===== src/rtl/ssb_arbiter_if.sv =====
// ssb_arbiter_if: bundles the host-side and device-side bus signals of the
// system-bus arbiter.
//
// Handshake semantics (host side and device side alike): a transfer happens
// in the cycle where req and gnt are both high. A requester holds req and its
// payload (we/be/addr/wdata) stable until it sees gnt. Each transfer produces
// exactly one rvalid pulse (with err/rdata) in a later cycle. Responses come
// back in issue order.
//
// Modports:
//   slave  - the arbiter: consumes host requests, drives the device request
//   master - the environment: drives host requests and device responses
interface ssb_arbiter_if #(
  parameter int NrHosts   = 3,
  parameter int AddrWidth = 32,
  parameter int DataWidth = 32
);
  // Host side
  logic [NrHosts-1:0]             host_req_i;
  logic [NrHosts-1:0]             host_we_i;
  logic [NrHosts*DataWidth/8-1:0] host_be_i;
  logic [NrHosts*AddrWidth-1:0]   host_addr_i;
  logic [NrHosts*DataWidth-1:0]   host_wdata_i;
  logic [NrHosts-1:0]             host_gnt_o;
  logic [NrHosts-1:0]             host_rvalid_o;
  logic [NrHosts-1:0]             host_err_o;
  logic [DataWidth-1:0]           host_rdata_o;

  // Device side
  logic                           dev_req_o;
  logic                           dev_we_o;
  logic [DataWidth/8-1:0]         dev_be_o;
  logic [AddrWidth-1:0]           dev_addr_o;
  logic [DataWidth-1:0]           dev_wdata_o;
  logic                           dev_gnt_i;
  logic                           dev_rvalid_i;
  logic                           dev_err_i;
  logic [DataWidth-1:0]           dev_rdata_i;

  modport slave (
    input  host_req_i, host_we_i, host_be_i, host_addr_i, host_wdata_i,
    output host_gnt_o, host_rvalid_o, host_err_o, host_rdata_o,
    output dev_req_o, dev_we_o, dev_be_o, dev_addr_o, dev_wdata_o,
    input  dev_gnt_i, dev_rvalid_i, dev_err_i, dev_rdata_i
  );

  modport master (
    output host_req_i, host_we_i, host_be_i, host_addr_i, host_wdata_i,
    input  host_gnt_o, host_rvalid_o, host_err_o, host_rdata_o,
    input  dev_req_o, dev_we_o, dev_be_o, dev_addr_o, dev_wdata_o,
    output dev_gnt_i, dev_rvalid_i, dev_err_i, dev_rdata_i
  );
endinterface


===== src/rtl/ssb_arbiter.sv =====
// ssb_arbiter: round-robin arbiter sharing one system bus between NrHosts
// hosts (instruction fetch, data, debug SBA). The selected host's request is
// forwarded to the device; the granted host ID is queued in an in-order
// FIFO so each device response is routed back to the host that owns the
// oldest outstanding transaction.
//
// Ports:
//   clk_i          system clock
//   rst_ni         asynchronous active-low reset
//   bus            ssb_arbiter_if.slave (host request/response, device bus)
//   outstanding_o  registered count of in-flight transactions
//   spurious_o     sticky: a device response arrived with nothing outstanding
//
// The control state is the rotating pointer, the ID FIFO and its count; there
// is no FSM. outstanding_o exposes the FIFO occupancy directly.
module ssb_arbiter #(
  parameter int NrHosts        = 3,
  parameter int MaxOutstanding = 2,
  parameter int AddrWidth      = 32,
  parameter int DataWidth      = 32
) (
  input  logic                                 clk_i,
  input  logic                                 rst_ni,
  ssb_arbiter_if.slave                         bus,
  output logic [$clog2(MaxOutstanding+1)-1:0]  outstanding_o,
  output logic                                 spurious_o
);

  localparam int BeWidth  = DataWidth / 8;
  localparam int IdWidth  = $clog2(NrHosts);
  localparam int CntWidth = $clog2(MaxOutstanding + 1);
  localparam int PtrWidth = (MaxOutstanding > 1) ? $clog2(MaxOutstanding) : 1;

  logic [IdWidth-1:0]  rr_ptr_q;
  logic [IdWidth-1:0]  sel;
  logic [IdWidth-1:0]  rr_next;
  logic [IdWidth-1:0]  head_id;
  logic                any_req;
  logic                not_full;
  logic                handshake;
  logic                pop;
  logic [CntWidth-1:0] count_q;
  logic [PtrWidth-1:0] wr_ptr_q;
  logic [PtrWidth-1:0] rd_ptr_q;
  logic                spurious_q;
  logic [IdWidth-1:0]  id_fifo_q [MaxOutstanding];

  function automatic logic [PtrWidth-1:0] ptr_inc(input logic [PtrWidth-1:0] p);
    return (p == PtrWidth'(MaxOutstanding - 1)) ? '0 : p + 1'b1;
  endfunction

  // Round-robin scan starting at rr_ptr_q; first requester wins.
  always_comb begin
    int  idx;
    logic found;
    idx   = 0;
    found = 1'b0;
    sel   = rr_ptr_q;
    for (int i = 0; i < NrHosts; i++) begin
      idx = int'(rr_ptr_q) + i;
      if (idx >= NrHosts) idx = idx - NrHosts;
      if (!found && bus.host_req_i[IdWidth'(idx)]) begin
        sel   = IdWidth'(idx);
        found = 1'b1;
      end
    end
  end

  assign rr_next  = (sel == IdWidth'(NrHosts - 1)) ? '0 : sel + 1'b1;
  assign any_req  = |bus.host_req_i;
  // The full check uses only the registered count, so a same-cycle rvalid
  // never re-opens the request path combinationally.
  assign not_full = (count_q < CntWidth'(MaxOutstanding));

  // rst_ni gates the combinational outputs so they read zero while reset is
  // asserted, independent of what the hosts are driving.
  assign bus.dev_req_o = rst_ni & any_req & not_full;
  assign handshake     = bus.dev_req_o & bus.dev_gnt_i;
  assign bus.host_gnt_o = handshake ? (NrHosts'(1) << sel) : '0;

  // Payload follows sel whenever anyone requests, even while full.
  always_comb begin
    bus.dev_we_o    = 1'b0;
    bus.dev_be_o    = '0;
    bus.dev_addr_o  = '0;
    bus.dev_wdata_o = '0;
    if (rst_ni && any_req) begin
      for (int k = 0; k < NrHosts; k++) begin
        if (sel == IdWidth'(k)) begin
          bus.dev_we_o    = bus.host_we_i[k];
          bus.dev_be_o    = bus.host_be_i[k*BeWidth +: BeWidth];
          bus.dev_addr_o  = bus.host_addr_i[k*AddrWidth +: AddrWidth];
          bus.dev_wdata_o = bus.host_wdata_i[k*DataWidth +: DataWidth];
        end
      end
    end
  end

  // Response routing: the FIFO head owns the oldest transaction.
  assign head_id           = id_fifo_q[rd_ptr_q];
  assign pop               = rst_ni & bus.dev_rvalid_i & (count_q != '0);
  assign bus.host_rvalid_o = pop ? (NrHosts'(1) << head_id) : '0;
  assign bus.host_err_o    = (pop && bus.dev_err_i) ? (NrHosts'(1) << head_id) : '0;
  assign bus.host_rdata_o  = bus.dev_rdata_i;

  always_ff @(posedge clk_i or negedge rst_ni) begin
    if (!rst_ni) begin
      rr_ptr_q   <= '0;
      count_q    <= '0;
      wr_ptr_q   <= '0;
      rd_ptr_q   <= '0;
      spurious_q <= 1'b0;
      for (int k = 0; k < MaxOutstanding; k++) id_fifo_q[k] <= '0;
    end else begin
      if (handshake) begin
        id_fifo_q[wr_ptr_q] <= sel;
        wr_ptr_q            <= ptr_inc(wr_ptr_q);
        rr_ptr_q            <= rr_next;
      end
      if (pop) rd_ptr_q <= ptr_inc(rd_ptr_q);
      if (handshake && !pop) count_q <= count_q + 1'b1;
      else if (!handshake && pop) count_q <= count_q - 1'b1;
      if (bus.dev_rvalid_i && (count_q == '0)) spurious_q <= 1'b1;
    end
  end

  assign outstanding_o = count_q;
  assign spurious_o    = spurious_q;

endmodule


===== src/flat_wrapper.sv =====
// flat-port wrapper written by rule: the top's interface ports become plain ports
module ssb_arbiter_flat 
#(
  parameter int NrHosts        = 3,
  parameter int MaxOutstanding = 2,
  parameter int AddrWidth      = 32,
  parameter int DataWidth      = 32
)
  (clk_i, rst_ni, outstanding_o, spurious_o, bus_host_req_i, bus_host_we_i, bus_host_be_i, bus_host_addr_i, bus_host_wdata_i, bus_host_gnt_o, bus_host_rvalid_o, bus_host_err_o, bus_host_rdata_o, bus_dev_req_o, bus_dev_we_o, bus_dev_be_o, bus_dev_addr_o, bus_dev_wdata_o, bus_dev_gnt_i, bus_dev_rvalid_i, bus_dev_err_i, bus_dev_rdata_i);
  ssb_arbiter_if #(.NrHosts(NrHosts), .AddrWidth(AddrWidth), .DataWidth(DataWidth)) bus_i ();
  input  logic clk_i;
  input  logic rst_ni;
  output logic [$clog2(MaxOutstanding+1)-1:0] outstanding_o;
  output logic spurious_o;
  input wire logic [$bits(bus_i.host_req_i)-1:0] bus_host_req_i;
  input wire logic [$bits(bus_i.host_we_i)-1:0] bus_host_we_i;
  input wire logic [$bits(bus_i.host_be_i)-1:0] bus_host_be_i;
  input wire logic [$bits(bus_i.host_addr_i)-1:0] bus_host_addr_i;
  input wire logic [$bits(bus_i.host_wdata_i)-1:0] bus_host_wdata_i;
  output wire logic [$bits(bus_i.host_gnt_o)-1:0] bus_host_gnt_o;
  output wire logic [$bits(bus_i.host_rvalid_o)-1:0] bus_host_rvalid_o;
  output wire logic [$bits(bus_i.host_err_o)-1:0] bus_host_err_o;
  output wire logic [$bits(bus_i.host_rdata_o)-1:0] bus_host_rdata_o;
  output wire logic [$bits(bus_i.dev_req_o)-1:0] bus_dev_req_o;
  output wire logic [$bits(bus_i.dev_we_o)-1:0] bus_dev_we_o;
  output wire logic [$bits(bus_i.dev_be_o)-1:0] bus_dev_be_o;
  output wire logic [$bits(bus_i.dev_addr_o)-1:0] bus_dev_addr_o;
  output wire logic [$bits(bus_i.dev_wdata_o)-1:0] bus_dev_wdata_o;
  input wire logic [$bits(bus_i.dev_gnt_i)-1:0] bus_dev_gnt_i;
  input wire logic [$bits(bus_i.dev_rvalid_i)-1:0] bus_dev_rvalid_i;
  input wire logic [$bits(bus_i.dev_err_i)-1:0] bus_dev_err_i;
  input wire logic [$bits(bus_i.dev_rdata_i)-1:0] bus_dev_rdata_i;
  assign bus_i.host_req_i = bus_host_req_i;
  assign bus_i.host_we_i = bus_host_we_i;
  assign bus_i.host_be_i = bus_host_be_i;
  assign bus_i.host_addr_i = bus_host_addr_i;
  assign bus_i.host_wdata_i = bus_host_wdata_i;
  assign bus_host_gnt_o = bus_i.host_gnt_o;
  assign bus_host_rvalid_o = bus_i.host_rvalid_o;
  assign bus_host_err_o = bus_i.host_err_o;
  assign bus_host_rdata_o = bus_i.host_rdata_o;
  assign bus_dev_req_o = bus_i.dev_req_o;
  assign bus_dev_we_o = bus_i.dev_we_o;
  assign bus_dev_be_o = bus_i.dev_be_o;
  assign bus_dev_addr_o = bus_i.dev_addr_o;
  assign bus_dev_wdata_o = bus_i.dev_wdata_o;
  assign bus_i.dev_gnt_i = bus_dev_gnt_i;
  assign bus_i.dev_rvalid_i = bus_dev_rvalid_i;
  assign bus_i.dev_err_i = bus_dev_err_i;
  assign bus_i.dev_rdata_i = bus_dev_rdata_i;
  ssb_arbiter #(.NrHosts(NrHosts), .MaxOutstanding(MaxOutstanding), .AddrWidth(AddrWidth), .DataWidth(DataWidth)) u_core (.clk_i(clk_i), .rst_ni(rst_ni), .bus(bus_i), .outstanding_o(outstanding_o), .spurious_o(spurious_o));
endmodule

===== config.mk =====
export PLATFORM = sky130hd
export DESIGN_NAME = ssb_arbiter_flat
export DESIGN_NICKNAME = d
export VERILOG_FILES = /design/src/rtl/ssb_arbiter_if.sv /design/src/rtl/ssb_arbiter.sv /design/src/flat_wrapper.sv
export SDC_FILE = /design/constraint.sdc
export NUM_CORES = 1
export LEC_CHECK = 0
export ABC_AREA = 1
export BUFFER_PORTS_ARGS = -buffer_cell sky130_fd_sc_hd__buf_2
export CORE_AREA = 4 4 140 142
export DETAILED_ROUTE_END_ITERATION = 8
export DIE_AREA = 0 0 144 146
export GPL_ROUTABILITY_DRIVEN = 0
export PLACE_DENSITY = 0.49
export SLEW_MARGIN = 0
export SYNTH_ARGS = -nofsm -noshare
export SYNTH_HDL_FRONTEND = slang
export SYNTH_SLANG_ARGS = --single-unit

===== constraint.sdc =====
create_clock -name clk_i -period 2.5 [get_ports clk_i]
set_input_delay 0 -clock clk_i [delete_from_list [all_inputs] [get_ports clk_i]]
set_output_delay 0 -clock clk_i [all_outputs]
set_load 0.005 [all_outputs]

**After elaboration in Yosys (flattened, before gate mapping)**

Index checks and enable logic that the tools add are counted.

- Register bits: 11
- Input bits: 247

- Add/sub/neg operators: 10
- Equality and inequality tests: 2
- Magnitude comparators: 10
- Muxes and demuxes: 47
- Reductions and logical operators: 17
- Shift operators: 2
- Bitwise gates (word level): 7

Operator list:

| operator | count |
|---|---|
| 32-bit 2-to-1 mux | 8 |
| 2-bit 2-to-1 mux | 13 |
| 4-bit 2-to-1 mux | 4 |
| 1-bit 2-to-1 mux | 14 |
| 2-bit by 4-bit less-than comparator with 1-bit output (second input constant) | 3 |
| 3-bit 2-to-1 mux | 3 |
| 1-bit logical AND | 8 |
| 1-bit binary-select mux with 2-bit select | 3 |
| 2-bit greater-or-equal comparator (second input constant) | 3 |
| 3-bit by 2-bit greater-or-equal comparator with 1-bit output (second input constant) | 2 |
| 1-bit by 2-bit left shift with 3-bit output (first input constant) | 2 |
| 2-bit by 1-bit subtractor with 2-bit output (second input constant) | 3 |
| 1-bit bitwise AND | 5 |
| 2-bit by 1-bit adder with 2-bit output (second input constant) | 2 |
| 4-bit bitwise mux | 1 |
| 1-bit zero test | 4 |
| 2-bit zero test | 2 |
| 1-bit inverter with 2-bit output | 2 |
| 2-bit nonzero test | 2 |
| 2-bit by 1-bit adder with 3-bit output (second input constant) | 1 |
| 2-bit by 2-bit adder with 3-bit output (second input constant) | 1 |
| 3-bit OR reduction | 1 |
| 1-bit adder (second input constant) | 2 |
| 2-bit demux with 1-bit select | 1 |
| other kinds (5) | 5 |

**Logic depth before layout (Yosys ltp)**

- Depth in word-level cells: 17
- Mapped depth: 17

**Worst setup path after synthesis**

No wires, ideal clock.

- Path kind: register to output
- From: register u_core.rr_ptr_q[0]
- To: output port bus_dev_wdata_o[16]
- Path slack: 0.420 ns
- Buffers on the path: 2
- Required time: 2.500 ns
- Stages on the path, launching flop included: 14
- Arrival time: 2.080 ns
- Cells stage by stage: dfrtp_1 inv_1 ha_1 o21ai_2 nand2_4 nand3_1 nand3_1 a21oi_2 nand2_2 inv_2 buf_6 buf_12 nand2_2 a21oi_1

- Cells in the longest elaborated chain, start to end: 17
- Elaborated cells on any way between the ends: 36
- Classes of those cells: 5 x add/sub; 3 x order compare; 2 x eq/ne; 21 x mux; 5 x reduce/logical

RTL lines:

| what | RTL line | RTL |
|---|---|---|
| start, declared | ssb_arbiter.sv:34 | `logic [IdWidth-1:0] rr_ptr_q;` |
| start signal, assigned | ssb_arbiter.sv:118 | `rr_ptr_q <= rr_next;` |
| parallel branches: the longest is 11 deep, another holds 2-bit by 1-bit adder with 3-bit output | - |  |
| 2-bit 2-to-1 mux * | ssb_arbiter.sv:62 | `if (!found && bus.host_req_i[IdWidth'(idx)]) begin` |
| 2-bit zero test | ssb_arbiter.sv:89 | `if (sel == IdWidth'(k)) begin` |
| 32-bit 2-to-1 mux (2 in series) | ssb_arbiter.sv:89 |  |
| 32-bit 2-to-1 mux * | ssb_arbiter.sv:89 |  |
| 32-bit 2-to-1 mux * | ssb_arbiter.sv:87 | `if (rst_ni && any_req) begin` |
| end, declared | flat_wrapper.sv:28 | `output wire logic [$bits(bus_i.dev_wdata_o)-1:0] bus_dev_wdata_o;` |

Mark *: on every way between the ends. The select of a mux whose other input is x is not followed.

**Final worst setup path**

- From: register u_core.rr_ptr_q[1]
- To: output port bus_dev_addr_o[8]

- Cells in the longest elaborated chain, start to end: 17
- Elaborated cells on any way between the ends: 36
- Classes of those cells: 5 x add/sub; 3 x order compare; 2 x eq/ne; 21 x mux; 5 x reduce/logical

RTL lines:

| what | RTL line | RTL |
|---|---|---|
| parallel branches: the longest is 11 deep, another holds 2-bit by 1-bit adder with 3-bit output | - |  |
| 2-bit 2-to-1 mux * | ssb_arbiter.sv:62 |  |
| 2-bit zero test | ssb_arbiter.sv:89 |  |
| 32-bit 2-to-1 mux (2 in series) | ssb_arbiter.sv:89 |  |
| 32-bit 2-to-1 mux * | ssb_arbiter.sv:89 |  |
| 32-bit 2-to-1 mux * | ssb_arbiter.sv:87 |  |
| end, declared | flat_wrapper.sv:27 | `output wire logic [$bits(bus_i.dev_addr_o)-1:0] bus_dev_addr_o;` |

Marks and branches as above.

==> report_table.html <==
<table>
<tr><th>Metric</th><th>Value</th></tr>
<tr><th colspan="2">Yosys</th></tr>
<tr><td>Yosys warning count</td><td>0</td></tr>
<tr><td>Top cells by area in the synthesized netlist</td><td>sky130_fd_sc_hd__o21ai_0 23%, sky130_fd_sc_hd__nand2_1 12%, sky130_fd_sc_hd__a21oi_1 12%, sky130_fd_sc_hd__dfrtp_1 10%, sky130_fd_sc_hd__buf_4 9.0%</td></tr>
<tr><td>Most common flop cell mapped by yosys</td><td>sky130_fd_sc_hd__dfrtp_1</td></tr>
<tr><td>Cell Area, Synth</td><td>2670 um^2</td></tr>
<tr><td>Synthesized netlist cell count</td><td>474</td></tr>
<tr><td>Area share of the leading cell type in the synthesized netlist</td><td>22.9%</td></tr>
<tr><td>Average cell area after synthesis</td><td>5.64 um^2</td></tr>
<tr><td>Post-synthesis register bit count</td><td>11</td></tr>
<tr><td>Number of enable flip-flop cells after synthesis</td><td>0</td></tr>
<tr><td>Synthesized Nets</td><td>725</td></tr>
<tr><td>Share of synthesized flip-flops with an asynchronous set or reset</td><td>100%</td></tr>
<tr><td>Sequential area share after synthesis</td><td>10.3%</td></tr>
<tr><td>Post-synthesis cell type count</td><td>31</td></tr>
<tr><td>Top cell type by total area after synthesis</td><td>sky130_fd_sc_hd__o21ai_0</td></tr>
<tr><th colspan="2">Power</th></tr>
<tr><td>Maximum vdd drop</td><td>0.829 mV</td></tr>
<tr><td>LEAKAGE</td><td>2.57 nW</td></tr>
<tr><td>Clock share of power</td><td>3.0%</td></tr>
<tr><td>Total power per unit cell area</td><td>1940 nW/um^2</td></tr>
<tr><td>Internal</td><td>4.65 mW</td></tr>
<tr><td>NetSw</td><td>5.23 mW</td></tr>
<tr><td>Net switching share of the total power</td><td>53.0%</td></tr>
<tr><td>Sequential power share</td><td>3.2%</td></tr>
<tr><td>Power share of the combinational group</td><td>93.8%</td></tr>
<tr><th colspan="2">STA</th></tr>
<tr><td>Count of final max-slew check failures</td><td>0</td></tr>
<tr><td>Clock skew after layout</td><td>4.81 ps</td></tr>
<tr><td>Setup repair after global routing missed its margin</td><td>yes</td></tr>
<tr><td>Fin crit period</td><td>2480 ps</td></tr>
<tr><td>Transition time of the tightest slew-check pin</td><td>481 ps</td></tr>
<tr><td>Hold slack final</td><td>0.00183 ps</td></tr>
<tr><td>Final Hold Vio Count</td><td>0</td></tr>
<tr><td>Worst-case headroom to the max-slew limit</td><td>68.0%</td></tr>
<tr><td>Final setup viols</td><td>0</td></tr>
<tr><td>Final worst-path setup slack</td><td>15.2 ps</td></tr>
<tr><td>Final Cycle Share</td><td>99.4%</td></tr>
<tr><td>Highest clock frequency the design can meet</td><td>402 MHz</td></tr>
<tr><td>Setup TNS</td><td>0 ps</td></tr>
<tr><th colspan="2">Critical path</th></tr>
<tr><td>Worst Setup End Kind</td><td>primary output</td></tr>
<tr><td>Worst R2R Path Depth</td><td>11</td></tr>
<tr><td>Maximum fanout along the worst path</td><td>23</td></tr>
<tr><td>CP Data Required Time</td><td>2500 ps</td></tr>
<tr><td>R2R Setup Slk</td><td>290 ps</td></tr>
<tr><td>Launch instance of the worst register-to-register path</td><td>u_core.rr_ptr_q[1]</td></tr>
<tr><td>Startpoint type of the worst setup path</td><td>flip-flop</td></tr>
<tr><td>Reg-to-reg critical path endpoint</td><td>u_core.rr_ptr_q[0]</td></tr>
<tr><td>Critical path launch point</td><td>u_core.rr_ptr_q[1]</td></tr>
<tr><td>Critical setup path kind</td><td>reg2out</td></tr>
<tr><td>Arrival time worst endpoint</td><td>2480 ps</td></tr>
<tr><th colspan="2">Finish</th></tr>
<tr><td>Fraction of the core area covered by cells at the end of the flow</td><td>27.6%</td></tr>
<tr><td>Final standard cell count with taps included and fillers excluded</td><td>986</td></tr>
<tr><td>Multi-input gate area in the final layout</td><td>2200 um^2</td></tr>
<tr><td>Leading cell type in the layout, fill and taps excluded</td><td>sky130_fd_sc_hd__buf_2</td></tr>
<tr><td>Reg area</td><td>275 um^2</td></tr>
<tr><td>Ratio of cells with drive above 1 in the final layout</td><td>58.9%</td></tr>
<tr><td>Number of nets at the end of the flow</td><td>1003</td></tr>
<tr><td>FILL cells</td><td>2041</td></tr>
<tr><td>Leading cell types in the layout, fill and taps excluded</td><td>296 x sky130_fd_sc_hd__buf_2, 83 x sky130_fd_sc_hd__nand2_1, 65 x sky130_fd_sc_hd__o21ai_0, 49 x sky130_fd_sc_hd__a21oi_1, 38 x sky130_fd_sc_hd__o21ai_1</td></tr>
<tr><td>Synth-to-layout area growth</td><td>90.9%</td></tr>
<tr><th colspan="2">Global routing</th></tr>
<tr><td>Number of global-route vias before repair</td><td>4007</td></tr>
<tr><td>Antenna violations before repair</td><td>1</td></tr>
<tr><td>GRT Overall Usage</td><td>12.0%</td></tr>
<tr><td>GRT overflow</td><td>0</td></tr>
<tr><td>Maximum number of pins on one net before global-route repair</td><td>70</td></tr>
<tr><td>Wire length of the first global-routing pass</td><td>20700 um</td></tr>
<tr><th colspan="2">Clocking</th></tr>
<tr><td>Bufs on Longest Clock Path</td><td>2</td></tr>
<tr><td>Clock tree from TritonCTS</td><td>done</td></tr>
<tr><td>CTS HTree Levels</td><td>1</td></tr>
<tr><td>Worst skew pair latency</td><td>240 ps</td></tr>
<tr><td>Cell chosen for the clock root</td><td>sky130_fd_sc_hd__clkbuf_16</td></tr>
<tr><td>Number of sinks driven by the clock tree</td><td>11</td></tr>
<tr><td>Total clock buffers created by CTS</td><td>3</td></tr>
<tr><td>Post-CTS clock slew at the launch and capture registers of the worst setup and hold paths</td><td>40 ps</td></tr>
<tr><th colspan="2">Route</th></tr>
<tr><td>DR vias</td><td>4315</td></tr>
<tr><td>Routed via count divided by cell count</td><td>4.38</td></tr>
<tr><td>Residual antenna-violating net count after detailed routing</td><td>0</td></tr>
<tr><td>Detailed-routing iteration count for the pre-antenna-repair pass</td><td>4</td></tr>
<tr><td>Starting DRT DRC Count</td><td>144</td></tr>
<tr><td>Avg WL per Cell</td><td>16.0 um</td></tr>
<tr><td>Total length of routed wires</td><td>15800 um</td></tr>
<tr><td>Remaining routing DRC violations</td><td>0</td></tr>
<tr><th colspan="2">Die</th></tr>
<tr><td>Horiz. Die Dim</td><td>144 um</td></tr>
<tr><td>Number of placement rows</td><td>50</td></tr>
<tr><td>IO Pins</td><td>361</td></tr>
<tr><td>Placeable core region</td><td>18500 um^2</td></tr>
<tr><td>Y dimension of the die</td><td>146 um</td></tr>
<tr><td>Initial Util</td><td>14.5%</td></tr>
<tr><td>Die Outline Area</td><td>21000 um^2</td></tr>
<tr><th colspan="2">Min path</th></tr>
<tr><td>Hold_sp</td><td>bus_dev_rdata_i[2]</td></tr>
<tr><td>Worst Hold End</td><td>bus_host_rdata_o[2]</td></tr>
<tr><td>Worst min-delay path class</td><td>in2out</td></tr>
<tr><td>Hold-critical path depth</td><td>0</td></tr>
<tr><th colspan="2">Place</th></tr>
<tr><td>Number of port buffers</td><td>296</td></tr>
<tr><td>HPWL reported at the end of detailed placement</td><td>11100 um</td></tr>
<tr><td>Number of placed instances with taps included</td><td>955</td></tr>
<tr><td>Pre-CTS setup slack</td><td>189 ps</td></tr>
<tr><th colspan="2">Outcome</th></tr>
<tr><td>Outcome</td><td>complete, no violations</td></tr>
<tr><th colspan="2">Flow run</th></tr>
<tr><td>Count of max-cap constraint violations</td><td>0</td></tr>
</table>
registers in the layout (all words and copies together) (netlist names):
signal,cells
u_core.id_fifo_q,4
u_core.spurious_o,1
u_core.rd_ptr_q,1
u_core.outstanding_o,2
u_core.wr_ptr_q,1
u_core.rr_ptr_q,2
power groups by stage:
stage | registers, mW | clock network, mW | logic, mW
finish | 0.319 | 0.292 | 9.27
global route | 0.326 | 0.307 | 10.1
CTS | 0.312 | 0.295 | 6.77
detailed placement | 0.313 | 0 | 6.23
global placement | 0.313 | 0 | 6.27
floorplan | 0.307 | 0 | 3.97
critical path, cell delays in order (launching register included):
cell and delay [ps]:
sky130_fd_sc_hd__dfrtp_1 430, sky130_fd_sc_hd__ha_4 320, sky130_fd_sc_hd__nand3_1 130, sky130_fd_sc_hd__nand2_1 140, sky130_fd_sc_hd__nand3_4 120, sky130_fd_sc_hd__nor2_4 170
sky130_fd_sc_hd__inv_2 60, sky130_fd_sc_hd__o21ai_4 100, sky130_fd_sc_hd__buf_6 160, sky130_fd_sc_hd__nand2_8 80, sky130_fd_sc_hd__buf_8 180, sky130_fd_sc_hd__o21ai_1 150
sky130_fd_sc_hd__a21oi_1 60, sky130_fd_sc_hd__buf_2 130
cells by family (layout without fill, tap and decap cells):
| logic type | count (synthesis) | count (layout) | share of synthesized area (%) |
|---|---|---|---|
| mux | 1 | 1 | 0.375 |
| flops | 11 | 11 | 10.3 |
| buf+inv | 92 | 369 | 20.3 |
| compound gates | 205 | 205 | 39.4 |
| fa+ha+maj | 4 | 4 | 1.87 |
| simple gates | 158 | 158 | 26.7 |
| other cells | 0 | 1 | 0 |
| xor+xnor | 3 | 3 | 0.984 |
layout make-up:
| cell class | instances | area share [%] |
|---|---|---|
| well taps | 234 | 5.74 |
| clock buffers | 4 | 1.55 |
| repair buffers | 338 | 41.7 |
| multi-input cells | 371 | 43.2 |
| repair inverters | 1 | 0.172 |
| flip-flops and latches | 11 | 5.40 |
| inverters | 26 | 2.16 |
| diodes | 1 | 0.0491 |
layer usage:
metal,GRT usage (%),part of all wire [%],up-vias,routed length [um]
li1,-,-,2129,-
met1,14.2,42,1947,6640
met2,22.3,49,219,7780
met3,2.33,7.5,20,1180
met4,1.93,1.2,0,188
met5,0,0,-,0
how the worst max path moves through the flow:
stage                                endpoint  depth (start not counted)
final                       bus_dev_addr_o[8]                         13
after global routing             bus_dev_we_o                         15
after CTS                  bus_dev_addr_o[24]                         14
after detailed placement         bus_dev_we_o                         13
after global placement     bus_dev_addr_o[25]                         13
after floorplan           bus_dev_wdata_o[16]                         13
cells in the mapped netlist, types with 7 or more instances:
master	number
sky130_fd_sc_hd__a21oi_1	63
sky130_fd_sc_hd__dfrtp_1	11
sky130_fd_sc_hd__o21ai_0	122
sky130_fd_sc_hd__o21ai_1	13
sky130_fd_sc_hd__buf_6	7
sky130_fd_sc_hd__buf_4	32
sky130_fd_sc_hd__nand2_2	15
sky130_fd_sc_hd__buf_2	7
sky130_fd_sc_hd__inv_1	21
sky130_fd_sc_hd__nand3_1	18
sky130_fd_sc_hd__nand2_1	88
sky130_fd_sc_hd__nor2_1	25
sky130_fd_sc_hd__clkbuf_1	19
stage by stage:
stage          total power, mW  instance area (um^2)
2_1_floorplan             4.28                  2670
3_3_place_gp              6.58                  4210
3_5_place_dp              6.54                  4210
4_1_cts                   7.37                  4410
5_1_grt                   10.7                  5100
6_report                  9.88                  5100
timing repair:
action / CTS / global route
endpoints found under the hold margin: 12 / 0
endpoints found under the setup margin: 38 / 70
hold buffers: 2 / 0
setup buffers: 3 / 8
gates cloned: 1 / 13
pin swaps: 3 / 18
gates resized for setup: 23 / 141
Power figures use the tool's default switching activity.
